**config.mk**
```make
export PLATFORM = sky130hd
export DESIGN_NAME = orion_mem_arbiter
export DESIGN_NICKNAME = d
export VERILOG_FILES = /design/src/rtl/orion_mem_arbiter_pkg.sv /design/src/rtl/orion_mem_arbiter.sv
export SDC_FILE = /design/constraint.sdc
export NUM_CORES = 1
export LEC_CHECK = 0
export ABC_CLOCK_PERIOD_IN_PS = 1700
export CORE_ASPECT_RATIO = 0.8
export CORE_UTILIZATION = 28
export CTS_BUF_LIST = sky130_fd_sc_hd__clkbuf_16
export CTS_CLUSTER_SIZE = 28
export DETAILED_ROUTE_END_ITERATION = 8
export GPL_TIMING_DRIVEN = 0
export PLACE_DENSITY_LB_ADDON = 0.08
export SYNTH_ARGS = -nofsm -noshare
export SYNTH_HDL_FRONTEND = slang
export SYNTH_SLANG_ARGS = --single-unit
```
**constraint.sdc**
```tcl
create_clock -name clk_i -period 1.7 [get_ports clk_i]
set_input_delay 0.34 -clock clk_i [delete_from_list [all_inputs] [get_ports clk_i]]
set_output_delay 0.34 -clock clk_i [all_outputs]
set_load 0.05 [all_outputs]
```
**src/rtl/orion_mem_arbiter_pkg.sv**
```systemverilog
// Shared types and widths for the orion memory arbiter.
package orion_types;

    localparam int ADDRW = 32;
    localparam int XLEN  = 32;
    localparam int MASKW = 4;

    typedef enum logic [1:0] {
        IDLE  = 2'd0,
        IBUSY = 2'd1,
        DBUSY = 2'd2
    } arb_state_e;

endpackage

```
**src/rtl/orion_mem_arbiter.sv**
```systemverilog
// Two-requester arbiter sharing one memory port between instruction fetch
// and data access. Data side has priority, bounded by a starvation limit.
//
// state | meaning
// IDLE  | no port owner; arbitration happens here
// IBUSY | fetch owns the port, waiting for mem_resp_i
// DBUSY | data side owns the port, waiting for mem_resp_i
module orion_mem_arbiter
    import orion_types::*;
#(
    parameter int unsigned STARVE_LIMIT = 4
) (
    input  logic             clk_i,
    input  logic             rst_ni,
    input  logic [ADDRW-1:0] imem_addr_i,
    input  logic             imem_valid_i,
    output logic [XLEN-1:0]  imem_rdata_o,
    output logic             imem_resp_o,
    input  logic [ADDRW-1:0] dmem_addr_i,
    input  logic [XLEN-1:0]  dmem_wdata_i,
    input  logic [MASKW-1:0] dmem_mask_i,
    input  logic             dmem_we_i,
    input  logic             dmem_valid_i,
    output logic [XLEN-1:0]  dmem_rdata_o,
    output logic             dmem_resp_o,
    output logic [ADDRW-1:0] mem_addr_o,
    output logic [XLEN-1:0]  mem_wdata_o,
    output logic [MASKW-1:0] mem_mask_o,
    output logic             mem_we_o,
    output logic             mem_valid_o,
    input  logic [XLEN-1:0]  mem_rdata_i,
    input  logic             mem_resp_i
);

    localparam logic [3:0] LIMIT = 4'(STARVE_LIMIT);

    arb_state_e       state_q, state_d;
    logic [3:0]       starve_q, starve_d;
    logic             abort_q, abort_d;
    logic             mem_valid_q, mem_valid_d;
    logic [ADDRW-1:0] addr_q;
    logic [XLEN-1:0]  wdata_q;
    logic [MASKW-1:0] mask_q;
    logic             we_q;
    logic             grant_i, grant_d;

    // Arbitration, completion tracking, starvation count and flush flag.
    always_comb begin
        state_d     = state_q;
        grant_i     = 1'b0;
        grant_d     = 1'b0;
        starve_d    = starve_q;
        abort_d     = 1'b0;
        case (state_q)
            IDLE: begin
                if (dmem_valid_i && !(imem_valid_i && starve_q == LIMIT)) begin
                    state_d = DBUSY;
                    grant_d = 1'b1;
                end else if (imem_valid_i) begin
                    state_d = IBUSY;
                    grant_i = 1'b1;
                end
            end
            IBUSY, DBUSY: begin
                if (mem_resp_i) state_d = IDLE;
            end
            default: state_d = IDLE;
        endcase
        if (grant_d) begin
            if (imem_valid_i) starve_d = (starve_q == LIMIT) ? starve_q : starve_q + 4'd1;
            else              starve_d = 4'd0;
        end else if (grant_i) begin
            starve_d = 4'd0;
        end
        // A dropped fetch still completes on the port, but its response is swallowed.
        if (state_q == IBUSY && state_d == IBUSY) abort_d = abort_q | ~imem_valid_i;
        mem_valid_d = grant_i | grant_d | (mem_valid_q & ~mem_resp_i);
    end

    // Control state registers.
    always_ff @(posedge clk_i or negedge rst_ni) begin
        if (!rst_ni) begin
            state_q     <= IDLE;
            starve_q    <= 4'd0;
            abort_q     <= 1'b0;
            mem_valid_q <= 1'b0;
        end else begin
            state_q     <= state_d;
            starve_q    <= starve_d;
            abort_q     <= abort_d;
            mem_valid_q <= mem_valid_d;
        end
    end

    // Request holding registers, loaded only on grant so the port is stable while busy.
    always_ff @(posedge clk_i or negedge rst_ni) begin
        if (!rst_ni) begin
            addr_q  <= '0;
            wdata_q <= '0;
            mask_q  <= '0;
            we_q    <= 1'b0;
        end else if (grant_d) begin
            addr_q  <= dmem_addr_i;
            wdata_q <= dmem_wdata_i;
            mask_q  <= dmem_mask_i;
            we_q    <= dmem_we_i;
        end else if (grant_i) begin
            addr_q  <= imem_addr_i;
            wdata_q <= '0;
            mask_q  <= '1;
            we_q    <= 1'b0;
        end
    end

    assign mem_addr_o   = addr_q;
    assign mem_wdata_o  = wdata_q;
    assign mem_mask_o   = mask_q;
    assign mem_we_o     = we_q;
    assign mem_valid_o  = mem_valid_q;

    assign imem_rdata_o = mem_rdata_i;
    assign dmem_rdata_o = mem_rdata_i;
    assign dmem_resp_o  = mem_resp_i & (state_q == DBUSY);
    assign imem_resp_o  = mem_resp_i & (state_q == IBUSY) & ~abort_q & imem_valid_i;

endmodule

```
=== Word level (Yosys, flattened, before mapping) ===
Index checks and enable logic that the tools add are counted.

* Bits in registers: 77
* Word-level logic and storage cells: 55
* Latch bits: 0
* Memories kept: 0
* Memory bits (writable): 0
* Output and inout bits: 136
* Bits in read-only memories: 0

* Equality and inequality tests: 5
* Bitwise operators: 11
* Reduce and logical (&&, ||, !) cells: 8
* Add/sub/neg operators: 1
* Multiply operators: 0
* Muxes and demuxes: 22
* Div/mod/pow operators: 0
* Shift operators: 0
* Magnitude comparators: 0

{| class="wikitable"
|+ Operators with widths
! kind !! number
|-
| 2-to-1 mux 32 bit || 4
|-
| 2-to-1 mux 4 bit || 6
|-
| 2-to-1 mux 1 bit || 8
|-
| 2-to-1 mux 2 bit || 3
|-
| bitwise AND 1 bit || 5
|-
| adder 4 x 1 -> 4 bit, second input constant || 1
|-
| == test 2 x 1 -> 1 bit, second input constant || 2
|-
| == test 4 x 3 -> 1 bit, second input constant || 1
|-
| case mux 2 bit (2 select lines) || 1
|-
| logical AND 1 bit || 3
|-
| != test 3 bit, second input constant || 1
|-
| NOT 1 bit || 3
|-
| OR 1 bit || 3
|-
| == test 2 bit, second input constant || 1
|-
| logical NOT 2 bit || 1
|-
| AND reduction 2 bit || 1
|-
| nonzero test 2 bit || 1
|-
| OR reduction 2 bit || 1
|-
| logical NOT 1 bit || 1
|}

=== Longest topological paths before layout ===
Gate-level depths: netlist of run 1.

* Depth in word-level cells: 9
* Depth in mapped cells: 7
* Gate-level depth less buffers: 5

=== Worst setup path after synthesis of run 1 ===
OpenSTA, ideal clock, no wires.

* Kind: register -> register
* Start point: reg state_q[0]
* End point: reg addr_q[26], in the netlist mem_addr_o[26]
* Clock period less this slack: 1667 ps
* Library setup time: 123 ps
* Buffers on the path: 2
* Cell stages (with the launch flop): 8
* Slack: 33 ps
* Arrival: 1544 ps
* Cell sequence: dfrtp_1 inv_1 ha_1 nand2_1 or2_1 buf_6 buf_6 o221a_1

* Longest elaborated chain between the ends: 3
* Elaborated cells on any way between the ends: 5
* Those cells by class: mux: 3; reduce/logical: 2

{| class="wikitable"
|+ Ends and longest elaborated chain
! item !! RTL line !! RTL
|-
| start: declaration || orion_mem_arbiter.sv:37 || <nowiki>arb_state_e state_q, state_d;</nowiki>
|-
| start signal: assignment || orion_mem_arbiter.sv:88 || <nowiki>state_q <= state_d;</nowiki>
|-
| logical NOT 2 bit (*) || orion_mem_arbiter.sv:54 || <nowiki>case (state_q)</nowiki>
|-
| 2-to-1 mux 1 bit || orion_mem_arbiter.sv:54 ||
|-
| 2-to-1 mux 32 bit or nonzero test 2 bit (tied branches) || -- ||
|-
| end signal: assignment || orion_mem_arbiter.sv:103 || <nowiki>addr_q <= dmem_addr_i;</nowiki>
|-
| end signal: assignment || orion_mem_arbiter.sv:108 || <nowiki>addr_q <= imem_addr_i;</nowiki>
|-
| end: declaration || orion_mem_arbiter.sv:41 || <nowiki>logic [ADDRW-1:0] addr_q;</nowiki>
|}

Mark *: on every way between the ends. The rest lies on a longest branch, timed or not.
A chain may end at the register's enable or synchronous reset.

=== Worst setup path in the final report of run 1 ===
* Start point: reg starve_q[1]
* End point: reg addr_q[7], in the netlist mem_addr_o[7]

* Longest elaborated chain between the ends: 7
* Elaborated cells on any way between the ends: 10
* Those cells by class: eq/ne: 1; mux: 5; reduce/logical: 4

{| class="wikitable"
|+ Ends and longest elaborated chain
! item !! RTL line !! RTL
|-
| start: declaration || orion_mem_arbiter.sv:38 || <nowiki>logic [3:0] starve_q, starve_d;</nowiki>
|-
| start signal: assignment || orion_mem_arbiter.sv:89 || <nowiki>starve_q <= starve_d;</nowiki>
|-
| == test 4 x 3 -> 1 bit (*) || orion_mem_arbiter.sv:56 || <nowiki>if (dmem_valid_i && !(imem_valid_i && starve_q == LIMIT)) begin</nowiki>
|-
| logical AND 1 bit (*) || orion_mem_arbiter.sv:56 ||
|-
| logical NOT 1 bit (*) || orion_mem_arbiter.sv:56 ||
|-
| logical AND 1 bit (*) || orion_mem_arbiter.sv:56 ||
|-
| 2-to-1 mux 1 bit || orion_mem_arbiter.sv:56 ||
|-
| 2-to-1 mux 1 bit || orion_mem_arbiter.sv:54 ||
|-
| 2-to-1 mux 32 bit or nonzero test 2 bit (tied branches) || -- ||
|}

Marked as above.

==> results_dict.tcl, run 1 <==
set metrics [dict create \
    synth_common_cells "dfrtp_1, buf_4, a22o_1" \
    maxCapViolCount 0 \
    cts_max_level 3 \
    gp_congestion 0.769 \
    ys_types 36 \
    nFillCells 1157 \
    crit_path_max_fanout 7 \
    placementRows 37 \
    synthArstFlopShare_pct 100 \
    final_nets 714 \
    netlist_instances 305 \
    grt_usage_pct 17.7 \
    clock.fmax_mhz 582 \
    synth_nets 449 \
    core_area_um2 13000 \
    relSlewSlack_pct 64.0 \
    arrival_ns 1.93 \
    setup_viol 13 \
    crit_path_cell_trace "inv_1 -> ha_4 -> and4b_4 -> or2_4 -> buf_12 -> clkbuf_16 -> o221a_1" \
    stdcell_count 750 \
    synth_compound_area_share_pct 21.0 \
    register_area_um2 1930 \
    slowest_stage "dfrtp_1" \
    yosys.area_share.simple_pct 8.57 \
    cts.sinks 77 \
    dominantRegCellSynth "dfrtp_1" \
    synth_seq_area_share_pct 51.5 \
    die-width_um 131 \
    synth.area.top_cells "dfrtp_1, buf_4, a22o_1" \
    power.density_nw_per_um2 1850 \
    die_area_um2 13800 \
    skew_ns 0.00311 \
    grt_overflow_total 0 \
    yosysWarnings 0 \
    path_depth 7 \
    postLayoutCoreUtil_pct 52.6 \
    yosys.area_share.xor_xnor_pct 0 \
    antenna_found_initial 0 \
    grt_setup_unrepaired "yes" \
    final_area_um2 6820 \
    ys_ff_latch 77 \
    cts_tree "done" \
    leakagePower_nw 3.12 \
    hold_class "register to register" \
    drcViolationCount 0 \
    fin_crit_sh_pct 101 \
    via_count 3383 \
    min_to "mem_wdata_o[26]$_DFFE_PN0P_" \
    cp_slowest_stage_delay_ns 0.36 \
    fin_ws_ns -0.0184 \
    yosysMostFrequentCell "dfrtp_1" \
    max-clock-path-buffers 2 \
    drt-pass1-iter-count 4 \
    drtIter0Drc 155 \
    synth_fa_ha_area_share_pct 2.01 \
    r2r_start "starve_q[1]$_DFFE_PN0P_" \
    violations "negative setup slack" \
    clkTransAtPathRegs_ns 0.06 \
    status "finished with violations" \
    min_path_cells 1 \
    multi_input_area_um2 1240 \
    avgViaCountPerCell 4.51 \
    port_buffers 241 \
    critical_path_class "register to register" \
    cp-start-kind "register" \
    synth-edff-count 0 \
    fp.dieH_um 105 \
    fin_crit_ns 1.72 \
    netlist.area_leader.share_pct 51.5 \
    insertion_delay_ns 0.33 \
    dp_cells 722 \
    rr_worst_depth 7 \
    total_power_w 0.0126 \
    dpl-instance-area_um2 6390 \
    root_buffer "clkbuf_16" \
    syn_area_um2 3740 \
    start_util_pct 28.8 \
    crit_required_ns 1.91 \
    ff2ff_setup_slack_ns -0.02 \
    crit_family "simple AND/OR/NAND/NOR gates" \
    num_antenna_cells 0 \
    avgRoutedWirePerCell_um 16.3 \
    numCtsBuffers 9 \
    detail-route-antenna-nets 0 \
    area_delta_synth_final_pct 82.5 \
    crit_buf_inv 3 \
    r2r_end "mem_addr_o[7]$_DFFE_PN0P_" \
    wirelength_um 12200 \
    final_max_slew_viol_count 0 \
    worstMarginPinSlew_ns 0.541 \
    first_global_vias 3500 \
    holdWs_ns 0.491 \
    pin_count 274 \
    synth_top_family_by_area "compound AO/OA/AOI/OAI gates" \
    grt_pass1_wl_um 18700 \
    ir_worst_vdd_mv 0.716 \
    yosysTopAreaCell "dfrtp_1" \
    hp-start "mem_wdata_o[26]$_DFFE_PN0P_" \
    dp_hpwl_um 9060 \
    hold_viol 0 \
    drive_gt1_share_pct 22.6 \
    synthMuxAreaShare_pct 0.602 \
    grt_max_degree 43 \
    syn_area_per_cell_um2 12.3 \
    end_kind "register" \
]
-- power breakdown --
part | switching [W] | internal, W | leakage [nW]
sequential | 0.000384 | 0.00266 | 0.936
clock | 0.000727 | 0.00126 | 0.155
combinational | 0.00488 | 0.00270 | 2.03
-- cell usage in the layout (no fill, tap or decap), drive strengths merged, types with 4 or more instances in the layout --
master / instances
a22o: 34
buf: 84
clkbuf: 21
clkdlybuf4s50: 167
clkinv: 4
dfrtp: 77
dlygate4sd2: 71
ha: 6
inv: 7
nand2b: 32
o21ai: 6
o221a: 32
o22a: 4
-- flip-flops by register name, summed over array words and instances, names as in the netlist --
| signal | flops |
|---|---|
| mem_addr_o | 32 |
| mem_wdata_o | 32 |
| abort_q | 1 |
| mem_we_o | 1 |
| mem_mask_o | 4 |
| state_q | 2 |
| mem_valid_o | 1 |
| starve_q | 4 |
-- what timing repair did --
item,in CTS,in global routing
hold endpoints to repair,20,0
pin swaps,1,1
gates resized for setup,97,16
hold buffers,1,0
cloned,1,2
setup buffers,6,2
setup endpoints to repair,141,67
-- kinds of logic after synthesis --
| group | after synthesis |
|---|---|
| AOI/OAI and AO/OA | 84 |
| muxes | 2 |
| buffers and inverters | 87 |
| adders and majority gates | 6 |
| and+or+nand+nor | 49 |
| DFF | 77 |
-- layer usage --
metal,share of wire (%),global-route usage [%]
met1,40,19.6
met2,53,32.7
met3,5.7,4.23
met4,1.5,6.30
met5,0,0
-- worst register-to-register path: stages (launching register included) --
cell and delay [ns]:
dfrtp_1 0.36, inv_1 0.08, ha_4 0.16, and4b_4 0.21, or2_4 0.25, buf_12 0.15, clkbuf_16 0.15, o221a_1 0.24
-- worst max path at each step --
| stage | slack [ns] | startpoint | to |
|---|---|---|---|
| CTS | 0.002 | starve_q[0]$_DFFE_PN0P_ | mem_addr_o[17]$_DFFE_PN0P_ |
| global placement | -2.64 | rst_ni | mem_wdata_o[17]$_DFFE_PN0P_ |
| global route | -0.06 | starve_q[0]$_DFFE_PN0P_ | mem_addr_o[17]$_DFFE_PN0P_ |
| floorplan | 0.03 | state_q[0]$_DFF_PN0_ | mem_addr_o[26]$_DFFE_PN0P_ |
| detailed placement | -0.70 | imem_valid_i | imem_resp_o |
| finish | -0.02 | starve_q[1]$_DFFE_PN0P_ | mem_addr_o[7]$_DFFE_PN0P_ |
-- stage by stage --
stage	setup TNS, ns	setup WS (ns)
2_1_floorplan	0	0.0334
3_3_place_gp	-232.79	-2.64
3_5_place_dp	-30.05	-0.704
4_1_cts	0	0.00203
5_1_grt	-1.69	-0.0575
6_report	-0.124	-0.0184
-- layout make-up --
| cell class | count | share of cell area (%) |
|---|---|---|
| plain buffers | 81 | 9.20 |
| repair buffers | 254 | 36.3 |
| flip-flops and latches | 77 | 28.2 |
| clock buffers | 9 | 3.30 |
| well taps | 175 | 3.21 |
| clock inverters | 7 | 1.19 |
| inverters | 6 | 0.330 |
| multi-input cells | 141 | 18.2 |
Power figures use the tool's default switching activity.
==> inputs of run 2 (changes only) <==
--- a/config.mk
+++ b/config.mk
@@ -5,6 +5,7 @@
 export SDC_FILE = /design/constraint.sdc
 export NUM_CORES = 1
 export LEC_CHECK = 0
+export ABC_AREA = 0
 export ABC_CLOCK_PERIOD_IN_PS = 1700
 export CORE_ASPECT_RATIO = 0.8
 export CORE_UTILIZATION = 28
==> results of run 2 <==
Final layout, timing and power as in run 1 (identical DEF).
==> inputs of run 3 (changes only) <==
--- a/config.mk
+++ b/config.mk
@@ -14,6 +14,7 @@
 export DETAILED_ROUTE_END_ITERATION = 8
 export GPL_TIMING_DRIVEN = 0
 export PLACE_DENSITY_LB_ADDON = 0.08
+export SETUP_SLACK_MARGIN = 0.2
 export SYNTH_ARGS = -nofsm -noshare
 export SYNTH_HDL_FRONTEND = slang
 export SYNTH_SLANG_ARGS = --single-unit
==> run 3 against run 2 <==
The run now ends clean. Final cell count rose by 0.80%. Hold slack improved by 0.0045 ns. Routed wire length fell by 4.2%. Flip-flop and latch count did not move. Setup slack improved by 0.045 ns. Sequential power rose by 2%. Critical endpoint is now mem_addr_o[18]$_DFFE_PN0P_. Die area did not move. Count of clock-buffer cells in the layout did not move. Global-route usage fell by 0.68 points. Cell area rose by 2.3%. First-iteration DRC count fell by 30%. Largest power group unchanged. Utilization rose by 1.2 points.
==> results_dict.tcl, run 3 (same netlist as run 1, synthesis figures left out) <==
set metrics [dict create \
    skew_ns 0.00477 \
    cp-start-kind "register" \
    numCtsBuffers 9 \
    final_nets 721 \
    critical_path_class "register to register" \
    p_comb_share_pct 63.0 \
    placementRows 37 \
    slowest_stage "dfrtp_2" \
    cts.sinks 77 \
    layout.cells.most_common "clkdlybuf4s50_1" \
    final_cell_mix "clkdlybuf4s50_1, buf_4, dfrtp_1" \
    setup_viol 0 \
    start_util_pct 28.8 \
    avgViaCountPerCell 4.44 \
    die-width_um 131 \
    ff2ff_setup_slack_ns 0.03 \
    p_int_w 0.00674 \
    insertion_delay_ns 0.33 \
    arrival_ns 1.88 \
    core_area_um2 13000 \
    worstMarginPinSlew_ns 0.497 \
    grt_pass1_wl_um 18200 \
    tns_ns 0 \
    final_max_slew_viol_count 0 \
    fin_crit_sh_pct 98.4 \
    cts_tree "done" \
    leakagePower_nw 3.16 \
    end_kind "register" \
    antenna_found_initial 0 \
    startpoint "state_q[0]$_DFF_PN0_" \
    gp_congestion 0.773 \
    hp-start "mem_wdata_o[26]$_DFFE_PN0P_" \
    seqPwrFrac_pct 24.1 \
    maxCapViolCount 0 \
    total_power_w 0.0128 \
    fp.dieH_um 105 \
    hold_class "register to register" \
    postLayoutCoreUtil_pct 53.9 \
    drcViolationCount 0 \
    cp_slowest_stage_delay_ns 0.43 \
    crit_top_cell "buf_8" \
    avgRoutedWirePerCell_um 15.5 \
    fin_crit_ns 1.67 \
    crit_path_cell_trace "inv_2 -> ha_4 -> nand2_4 -> or2_4 -> buf_8 -> buf_8 -> o221a_1" \
    pin_count 274 \
    via_count 3356 \
    hold_viol 0 \
    ir_worst_vdd_mv 0.903 \
    crit_path_max_fanout 10 \
    p_clk_share_pct 12.9 \
    grt_max_degree 48 \
    wirelength_um 11700 \
    grt_usage_pct 17.0 \
    crit_required_ns 1.91 \
    clkTransAtPathRegs_ns 0.05 \
    area_delta_synth_final_pct 86.8 \
    num_antenna_cells 0 \
    max-clock-path-buffers 2 \
    dp_hpwl_um 8700 \
    power.density_nw_per_um2 1840 \
    status "finished clean" \
    drive_gt1_share_pct 36.8 \
    relSlewSlack_pct 66.8 \
    grt_overflow_total 0 \
    first_global_vias 3413 \
    switching_share_pct 47.4 \
    p_switching_w 0.00608 \
    r2r_start "state_q[0]$_DFF_PN0_" \
    cts_max_level 3 \
    die_area_um2 13800 \
    detail-route-antenna-nets 0 \
    grt_setup_unrepaired "yes" \
    drtIter0Drc 109 \
    port_buffers 241 \
    drt-pass1-iter-count 4 \
    clock.fmax_mhz 598 \
    root_buffer "clkbuf_16" \
]
## run 3: repair_timing
action,in CTS,in global routing
gates cloned,1,1
endpoints found under the setup margin,205,73
hold buffers,1,0
pin swaps,0,3
buffers inserted,9,7
gates resized for setup,309,22
hold endpoints to repair,30,0
## run 3: per-layer routing
layer | track usage [%] | part of all wire (%)
met5 | 0 | 0
met4 | 5.88 | 1.9
met3 | 4.67 | 6.4
met2 | 29.6 | 50
met1 | 20.0 | 41
## run 3: critical path: cells and delay by family, from the launching register on
kind	cells	cell delay, ns
buffers and inverters	3	0.36
adders and majority gates	1	0.17
DFF	1	0.43
and+or+nand+nor	2	0.34
AOI/OAI and AO/OA	1	0.24
## run 3: path summary, 6_finish.rpt
| kind | depth (start not counted) | to |
|---|---|---|
| max | 7 | mem_addr_o[18]$_DFFE_PN0P_ |
| min | 1 | mem_wdata_o[26]$_DFFE_PN0P_ |
| max reg2reg | 7 | mem_addr_o[18]$_DFFE_PN0P_ |
| min reg2reg | 1 | mem_wdata_o[26]$_DFFE_PN0P_ |
| max in group asynchronous | 3 | state_q[0]$_DFF_PN0_ |
| min in group asynchronous | 2 | mem_addr_o[25]$_DFFE_PN0P_ |
## run 3: cell type report
| type | instances | area [µm²] |
|---|---|---|
| fill | 1168 | 5980 |
| multi-input combinational | 141 | 1340 |
| clock inverter | 6 | 25.0 |
| sequential | 77 | 1930 |
| tap | 175 | 219 |
| timing repair buffer | 261 | 2610 |
| buffer | 81 | 621 |
| clock buffer | 9 | 225 |
| inverter | 6 | 22.5 |
## run 3: power groups by stage
stage | Sequential [W] | Combinational, W | Clock [W]
after CTS | 0.00309 | 0.00782 | 0.00173
after floorplan | 0.00580 | 0.00240 | 0
after global routing | 0.00320 | 0.00847 | 0.00180
after global placement | 0.00310 | 0.00770 | 0
after detailed placement | 0.00312 | 0.00774 | 0
final | 0.00309 | 0.00807 | 0.00166
## run 3: per-stage QoR
step                      area (µm²)  setup WS, ns  hold WS (ns)  std cells
final                           6980        0.0267         0.495        756
after global routing            6980       -0.0382         0.516        756
after CTS                       6830        0.0169         0.496        748
after detailed placement        6410        -0.730         0.317        722
after global placement          6380         -2.63         0.473        721
after floorplan                 3750         0.117        0.0444        305
